$ cat src/rtl/pipe_pkg.sv
// Shared pipeline definitions: control-bundle bit positions and the
// operand forwarding select encoding.
package pipe_pkg;

    localparam int CTL_WREG  = 0;
    localparam int CTL_M2REG = 1;

    typedef enum logic [1:0] {
        FWD_RF  = 2'd0,
        FWD_EX  = 2'd1,
        FWD_MEM = 2'd2,
        FWD_WB  = 2'd3
    } fwd_sel_e;

endpackage

$ cat src/rtl/fwd_mux.sv
// Resolves one source operand from the register file or the EX/MEM/WB
// bypass paths; the nearest producer wins and register 0 is always zero.
module fwd_mux
    import pipe_pkg::*;
#(
    parameter int WIDTH = 32,
    parameter int RW    = 5
) (
    input  logic [RW-1:0]    rn,
    input  logic [WIDTH-1:0] rfd,
    input  logic             exv,
    input  logic [RW-1:0]    exrn,
    input  logic [WIDTH-1:0] exd,
    input  logic             memv,
    input  logic [RW-1:0]    memrn,
    input  logic [WIDTH-1:0] memd,
    input  logic             wbv,
    input  logic [RW-1:0]    wbrn,
    input  logic [WIDTH-1:0] wbd,
    output logic [WIDTH-1:0] q
);

    fwd_sel_e sel;

    always_comb begin
        sel = FWD_RF;
        if (rn != '0) begin
            if (exv && (exrn == rn))
                sel = FWD_EX;
            else if (memv && (memrn == rn))
                sel = FWD_MEM;
            else if (wbv && (wbrn == rn))
                sel = FWD_WB;
        end
    end

    always_comb begin
        q = '0;
        if (rn != '0) begin
            case (sel)
                FWD_EX:  q = exd;
                FWD_MEM: q = memd;
                FWD_WB:  q = wbd;
                default: q = rfd;
            endcase
        end
    end

endmodule

$ cat src/rtl/id_operand_stage.sv
// Decode-stage operand resolver with load-use stall detection and the
// ID/EX pipeline register.
module id_operand_stage
    import pipe_pkg::*;
#(
    parameter int WIDTH = 32,
    parameter int RW    = 5,
    parameter int CTLW  = 9
) (
    input  logic             clk,
    input  logic             clrn,
    input  logic [RW-1:0]    rs,
    input  logic [RW-1:0]    rt,
    input  logic             usea,
    input  logic             useb,
    input  logic [WIDTH-1:0] qa,
    input  logic [WIDTH-1:0] qb,
    input  logic [WIDTH-1:0] dimm,
    input  logic [RW-1:0]    drn,
    input  logic [CTLW-1:0]  dctl,
    input  logic             flush,
    input  logic [RW-1:0]    ern,
    input  logic [WIDTH-1:0] ealu,
    input  logic             mwreg,
    input  logic             mm2reg,
    input  logic [RW-1:0]    mrn,
    input  logic [WIDTH-1:0] malu,
    input  logic [WIDTH-1:0] mmo,
    input  logic             wwreg,
    input  logic [RW-1:0]    wrn,
    input  logic [WIDTH-1:0] wd,
    output logic             wpcir,
    output logic [WIDTH-1:0] ea,
    output logic [WIDTH-1:0] eb,
    output logic [WIDTH-1:0] eimm,
    output logic [RW-1:0]    ern_o,
    output logic [CTLW-1:0]  ectl,
    output logic [31:0]      stall_cnt
);

    logic             ex_alu_wr;
    logic             ex_load;
    logic             hazard;
    logic             bubble;
    logic [WIDTH-1:0] mem_data;
    logic [WIDTH-1:0] fwd_a;
    logic [WIDTH-1:0] fwd_b;

    // A load in EX has no data yet, so it can only be bypassed from MEM onward.
    assign ex_alu_wr = ectl[CTL_WREG] & ~ectl[CTL_M2REG];
    assign ex_load   = ectl[CTL_WREG] &  ectl[CTL_M2REG];
    assign mem_data  = mm2reg ? mmo : malu;

    assign hazard = ex_load && (ern != '0) &&
                    ((usea && (ern == rs)) || (useb && (ern == rt)));
    assign bubble = hazard | flush;
    assign wpcir  = ~hazard | flush;

    fwd_mux #(.WIDTH(WIDTH), .RW(RW)) u_fwd_a (
        .rn    (rs),
        .rfd   (qa),
        .exv   (ex_alu_wr),
        .exrn  (ern),
        .exd   (ealu),
        .memv  (mwreg),
        .memrn (mrn),
        .memd  (mem_data),
        .wbv   (wwreg),
        .wbrn  (wrn),
        .wbd   (wd),
        .q     (fwd_a)
    );

    fwd_mux #(.WIDTH(WIDTH), .RW(RW)) u_fwd_b (
        .rn    (rt),
        .rfd   (qb),
        .exv   (ex_alu_wr),
        .exrn  (ern),
        .exd   (ealu),
        .memv  (mwreg),
        .memrn (mrn),
        .memd  (mem_data),
        .wbv   (wwreg),
        .wbrn  (wrn),
        .wbd   (wd),
        .q     (fwd_b)
    );

    always_ff @(posedge clk or negedge clrn) begin
        if (!clrn) begin
            ea    <= '0;
            eb    <= '0;
            eimm  <= '0;
            ern_o <= '0;
            ectl  <= '0;
        end else if (bubble) begin
            ea    <= '0;
            eb    <= '0;
            eimm  <= '0;
            ern_o <= '0;
            ectl  <= '0;
        end else begin
            ea    <= fwd_a;
            eb    <= fwd_b;
            eimm  <= dimm;
            ern_o <= drn;
            ectl  <= dctl;
        end
    end

    // Only genuine stalls are counted; a flushed hazard costs no cycle.
    always_ff @(posedge clk or negedge clrn) begin
        if (!clrn)
            stall_cnt <= '0;
        else if (hazard && !flush && (stall_cnt != 32'hFFFF_FFFF))
            stall_cnt <= stall_cnt + 32'd1;
    end

endmodule

$ cat config.mk
export PLATFORM = sky130hd
export DESIGN_NAME = id_operand_stage
export DESIGN_NICKNAME = d
export VERILOG_FILES = /design/src/rtl/pipe_pkg.sv /design/src/rtl/fwd_mux.sv /design/src/rtl/id_operand_stage.sv
export SDC_FILE = /design/constraint.sdc
export NUM_CORES = 1
export LEC_CHECK = 0
export CELL_PAD_IN_SITES_DETAIL_PLACEMENT = 1
export CELL_PAD_IN_SITES_GLOBAL_PLACEMENT = 2
export CORE_MARGIN = 5
export CORE_UTILIZATION = 22
export DETAILED_ROUTE_END_ITERATION = 16
export PLACE_DENSITY_LB_ADDON = 0.15
export SLEW_MARGIN = 20
export SYNTH_ARGS = -nofsm -noshare
export SYNTH_HDL_FRONTEND = slang
export SYNTH_SLANG_ARGS = --single-unit
export TNS_END_PERCENT = 100
$ cat constraint.sdc
create_clock -name clk -period 2.45 [get_ports clk]
set_input_delay 0.3675 -clock clk [delete_from_list [all_inputs] [get_ports clk]]
set_output_delay 0.3675 -clock clk [all_outputs]
set_load 0.02 [all_outputs]
==> results by group, run 1 <==
Synth
  • FFs w/ async S/R, synth: 1.00
  • Main combinational cell family by area after synthesis: simple AND/OR/NAND/NOR gates
  • Synth cell types: 43
  • Mux contribution to synthesized area: 0.0418
  • Top cells by area, synth: dfrtp_1 (46%), a221oi_1 (7.0%), xnor2_1 (4.5%)
  • Sequential cell area fraction in the yosys report: 0.464
  • Post-Synth XOR/XNOR Area: 0.0697
  • Compound-Gate Fraction of Synth Area: 0.175
  • Synth top cells by count: dfrtp_1 (142), nor2_1 (76), a221oi_1 (61), nand2_1 (55), and2_1 (47)
  • Syn. warnings: 0
  • Synth Flop Type: dfrtp_1
  • Yosys top cell by area: dfrtp_1
  • Syn_area_per_cell: between 9 and 10 sq um
  • Register bit total from synthesis: 142
  • Syn Inst Count: 782
  • Mapped Area: 7660 sq um
  • Top-area cell type share of the netlist area: 0.464
  • Count leader, synth: dfrtp_1
  • Adder-Cell Fraction of Synth Area: 0.00163
  • Post-synth EDFFs: 0
  • Syn Nets: 1054
  • Synth Area in Simple Gates: 0.209

Clock network
  • Clock Tree Buf Depth: 2
  • Clock root buffer: clkbuf_16
  • Clock transition at the registers of the reported paths: ~0.060 ns
  • Num CTS Buffers: 17
  • Post-CTS Setup Bufs: 0
  • Clk sinks: ~140
  • Worst skew pair latency: 0.44 ns
  • TritonCTS clock tree: built
  • CTS HTree Levels: 4

Pwr
  • Sw power: roughly 1.9 mW
  • Switching Fraction: 0.275
  • Clock share of power: 0.408
  • Peak supply drop: 0.000580 V
  • Lkg Pwr: 5.69 nW
  • Combinational power share: 0.231
  • Part of the power in registers: 0.361
  • Power, Total: 6.91 mW
  • Total internal power: 5.01 mW
  • Pwr Density: a little under 500 nW/um^2

Timing
  • Achievable frequency: 0.432 GHz
  • Hold_ws: 0.446 ns
  • Clock Skew: 0.00891 ns
  • Final Max Tran Viols: 0
  • Slew @ Worst Pin: 0.593 ns
  • Number of endpoints failing setup at the final stage: 0
  • Crit path time final: 2.32 ns
  • Final count of hold timing violations: 0
  • Setup TNS: 0 ns
  • Final worst-path cycle share: 0.945
  • Slew headroom: 0.605
  • Final WS setup: 0.134 ns
  • RSZ-0062 raised after global routing: no

GRT
  • Initial antenna violation count: 5
  • First-pass GRT wire length: 59.6 mm
  • Largest net degree at the start of global routing: 59
  • Total track usage: 0.205
  • Vias in the first global route: 9204
  • GRT overflow: 0

Critical path
  • Reg-to-reg endpoint: stall_cnt[29]
  • Critical path launch point type: input port
  • Worst Setup End Kind: flop
  • Worst setup path category: in2reg
  • CP Max Fanout: 10
  • Crit path DAT: 2.67 ns
  • Worst endpoint required time: 2.81 ns
  • Reg-to-reg slack, setup: ~0.44 ns
  • FF-to-FF path depth: 5
  • R2r startpoint: stall_cnt[2]

Place
  • Pre-CTS setup slack: -0.322 ns
  • Port Buffers: 413
  • Cell Area, Placed: 13400 sq um
  • Final GP Congestion: 0.822
  • Hpwl dp: 32.7 mm
  • DP Cell Count: 1700

Finish
  • Post-Layout Cell Count: between 1500 and 2000
  • Layout cells sized above 1: 0.142
  • Fin area: 14000 sq um
  • Layout area overhead: 82.7%
  • Final Util: 0.406
  • NumNets Final: 1537

Drt
  • Routed Antenna Nets: 0
  • Starting DRT DRC Count: between 300 and 400
  • DR vias: 8295
  • Average routed wire per standard cell: 23.5 microns
  • DRC Markers: 0
  • DR pass1 iterations: 4
  • DR vias/cell: 4.78
  • Post-Route WL: between 40 and 50 mm

Floorplanning
  • DIE WIDTH: 197 microns
  • Initial core utilization: 0.222
  • Placement row count: roughly 70
  • Die Y: 197 microns
  • Die Footprint: 38700 sq um
  • I/O pins: 414
  • Core ar.: 34500 sq um

Run status
  • Status: complete, no violations

Job
  • Maxcap violations: 0

Min path
  • Min-Delay Path Class: in2async
how the worst max path moves through the flow:
stage | startpoint | end | slack, ns | cells after the start
3_3_place_gp | mrn[2] | eb[15] | -0.26 | 10
2_1_floorplan | stall_cnt[0] | stall_cnt[15] | 0.34 | 8
6_report | rs[2] | ea[7] | 0.13 | 9
4_1_cts | ern[2] | wpcir | 0.02 | 8
3_5_place_dp | mrn[2] | eb[4] | -0.32 | 10
5_1_grt | mrn[2] | eb[4] | 0.03 | 10
routing by layer:
| layer | routed length, microns | track usage |
|---|---|---|
| met1 | 17400 | 0.254 |
| met5 | 18 | 0 |
| met4 | 624 | 0.0475 |
| met3 | 3430 | 0.0744 |
| met2 | 19300 | 0.343 |
kinds of logic (layout without fill, tap and decap cells):
group | count (synthesis) | count (layout)
adder cells (fa/ha/maj) | 1 | 1
AND/OR/NAND/NOR | 301 | 301
other | 0 | 2
XOR/XNOR | 61 | 61
AO/OA/AOI/OAI | 175 | 175
flip-flops | 142 | 142
buffers and inverters | 70 | 566
multiplexers | 32 | 32
layout make-up:
type | count | area, sq um
Tap cell | 455 | 569
Fill cell | 3841 | 20500
Timing Repair Buffer | 529 | 5320
Inverter | 5 | 18.8
Clock inverter | 13 | 178
Multi-Input combinational cell | 570 | 3910
Antenna cell | 2 | 5.00
Sequential cell | 142 | 3550
Clock buffer | 19 | 453
state kept, by name, indices dropped and copies added (netlist names):
register	count
ea	32
eb	32
ectl	9
eimm	32
ern_o	5
stall_cnt	32
power by group through the flow:
stage / combinational [mW] / clock [mW] / sequential [mW]
after floorplan: 0.382 / 0 / 2.68
after global placement: 1.61 / 0 / 2.54
after detailed placement: 1.61 / 0 / 2.54
after CTS: 1.62 / 2.92 / 2.50
after global routing: 1.71 / 3.00 / 2.50
final: 1.59 / 2.82 / 2.50
worst max-delay path, cell delays in order:
cell,delay [ns]
clkdlybuf4s50_1,0.45
xor2_1,0.19
nor4_2,0.35
buf_4,0.18
a311oi_4,0.10
buf_12,0.18
a221oi_1,0.53
a311o_1,0.18
nor3b_2,0.14
cell usage in the layout, fill, tap and decap left out, types with 5 or more instances in the layout:
master and n:
mux2i_1 32, nor3_1 27, nand3_1 17, nor3b_2 12, a311o_1 13, o21ai_0 32, o22ai_1 32, a311oi_1 16
clkbuf_16 17, clkdlybuf4s50_1 410, buf_4 89, nor2_1 74, xnor2_1 39, nand2_1 54, xor2_1 22, a221oi_1 60
nor4_1 5, dfrtp_1 142, inv_1 5, nor2b_1 32, and2_1 47, buf_12 26, nand4_1 10
what timing repair did:
action                     4_1_cts  5_1_grt
pin swaps                        1        0
hold buffers                     1        0
hold endpoints to repair        40        0
setup endpoints to repair        1        2
resized for setup                2        2
Power figures use the tool's default switching activity.
==> inputs of run 2 (changes only) <==
CORE_UTILIZATION = 23   (was 22)
CTS_BUF_LIST = sky130_fd_sc_hd__clkbuf_4   (was default)
==> results by group, run 2 (synthesis results as in run 1) <==
Run status
  • Status: complete, no violations

Finish
  • Multi-input logic area: 3910 sq um
  • Final Util: 0.416
  • Post-Layout Cell Count: 1713
  • Most frequent cells in the layout: clkdlybuf4s50_1 (408), dfrtp_1 (142), nor2_1 (74)
  • Layout cells sized above 1: 0.133
  • Layout area overhead: 77.4%
  • Commonest non-fill, non-tap cell in the layout: clkdlybuf4s50_1
  • Reg area: approximately 3600 sq um
  • NumNets Final: 1524
  • Fin area: 13600 sq um
  • Filler cell count: 3652

GRT
  • GRT overflow: 0
  • First-pass GRT wire length: 58.0 mm
  • Vias in the first global route: 9196
  • Largest net degree at the start of global routing: between 60 and 70
  • Total track usage: 0.212
  • Initial antenna violation count: 11

Timing
  • Number of endpoints failing setup at the final stage: 0
  • Final worst-path cycle share: 0.939
  • Slew headroom: 0.589
  • Final count of hold timing violations: 0
  • Crit path time final: roughly 2.3 ns
  • RSZ-0062 raised after global routing: no
  • Clock Skew: 0.0278 ns
  • Achievable frequency: 0.435 GHz
  • Slew @ Worst Pin: 0.617 ns
  • Setup TNS: 0 ns
  • Hold_ws: 0.311 ns
  • Final Max Tran Viols: 0
  • Final WS setup: 0.151 ns

Critical path
  • CP max stage delay: 0.44 ns
  • CP bufs+invs: 4
  • Worst Setup End Kind: primary output
  • Worst endpoint required time: 2.08 ns
  • Critical path launch point type: input port
  • Crit path from: ern[1]
  • Worst setup path category: in2out
  • Family with the most delay on the worst path: buffers and inverters
  • CP Max Fanout: 2
  • FF-to-FF path depth: 9
  • Crit path DAT: 1.93 ns
  • Reg-to-reg slack, setup: ~0.30 ns
  • Critical-path top delay cell: clkdlybuf4s50_1
  • Reg-to-reg endpoint: stall_cnt[13]
  • Crit path cell chain: clkdlybuf4s50_1 > buf_4 > xnor2_1 > nand2_1 > o32a_1 > nor3_2 > inv_1 > buf_2
  • R2r startpoint: stall_cnt[1]

Min path
  • Min-Delay Path Class: in2reg
  • Hold Path Cell Cnt: 2
  • Hold Crit Endpoint: ectl[3]
  • Hold_sp: dctl[3]

Floorplanning
  • Core ar.: 32700 sq um
  • Initial core utilization: 0.234
  • I/O pins: approximately 410
  • Die Footprint: 37100 sq um
  • Placement row count: 66
  • Die Y: 193 microns
  • DIE WIDTH: 193 microns

Pwr
  • Power, Total: 5.71 mW
  • Peak supply drop: 0.000246 V
  • Lkg Pwr: approximately 5.5 nW
  • Pwr Density: 420 nW/um^2

Clock network
  • Clk sinks: 142
  • TritonCTS clock tree: built
  • Num CTS Buffers: 17
  • Clock transition at the registers of the reported paths: 0.15 ns
  • Clock root buffer: clkbuf_4
  • Clock Tree Buf Depth: 2
  • CTS HTree Levels: 4
  • Worst skew pair latency: 0.61 ns

Drt
  • Post-Route WL: 40.1 mm
  • Starting DRT DRC Count: 380
  • DR pass1 iterations: 5
  • Routed Antenna Nets: 0
  • DR vias: 8429
  • DRC Markers: 0
  • Average routed wire per standard cell: 23.4 microns
  • DR vias/cell: approximately 4.9

Place
  • Port Buffers: 413
  • Cell Area, Placed: 13300 sq um
  • DP Cell Count: 1673
  • Hpwl dp: 32.0 mm
  • Final GP Congestion: between 0.8 and 0.9
  • Pre-CTS setup slack: -0.408 ns

Job
  • Maxcap violations: 0
==> run 2: final cells by class <==
| type | count | area share |
|---|---|---|
| repair buffers | 516 | 0.387 |
| flip-flops and latches | 142 | 0.261 |
| well taps | 442 | 0.0407 |
| clock buffers | 17 | 0.00938 |
| inverters | 5 | 0.00138 |
| clock inverters | 15 | 0.0119 |
| diodes | 6 | 0.00110 |
| multi-input cells | 570 | 0.287 |
==> run 2: worst reg2reg max path: cells and delay by family (launching register included) <==
family	cells	cell delay (ns)
xor+xnor	1	0.16
fa+ha+maj	1	0.16
buf+inv	2	0.28
flops	1	0.38
simple gates	5	1.05
==> run 2: what timing repair did <==
item,CTS,global route
hold buffers,1,0
endpoints found under the setup margin,1,1
pin swaps,0,2
hold endpoints to repair,54,0
setup buffers,0,1
gates resized for setup,5,2
==> run 2: where the power goes <==
part | leakage, nW | internal [mW] | switching, mW
clock | 0.151 | 0.620 | 1.02
sequential | 1.86 | 2.45 | 0.0397
combinational | 3.48 | 0.862 | 0.715
==> run 2: how the worst max path moves through the flow <==
stage	end	depth (start not counted)
floorplan	stall_cnt[15]	8
global placement	eb[31]	10
detailed placement	eb[31]	10
CTS	wpcir	7
global route	wpcir	8
finish	wpcir	8
==> run 2: metal layers <==
layer  track usage  routed length, microns  share of wire  vias up
met1         0.249                   16000           0.40     4152
met4        0.0683                     869          0.022       12
met5             0                      74         0.0018        -
met2         0.358                   19200           0.48      389
met3        0.0789                    3890          0.097       56
li1              -                       -              -     3820
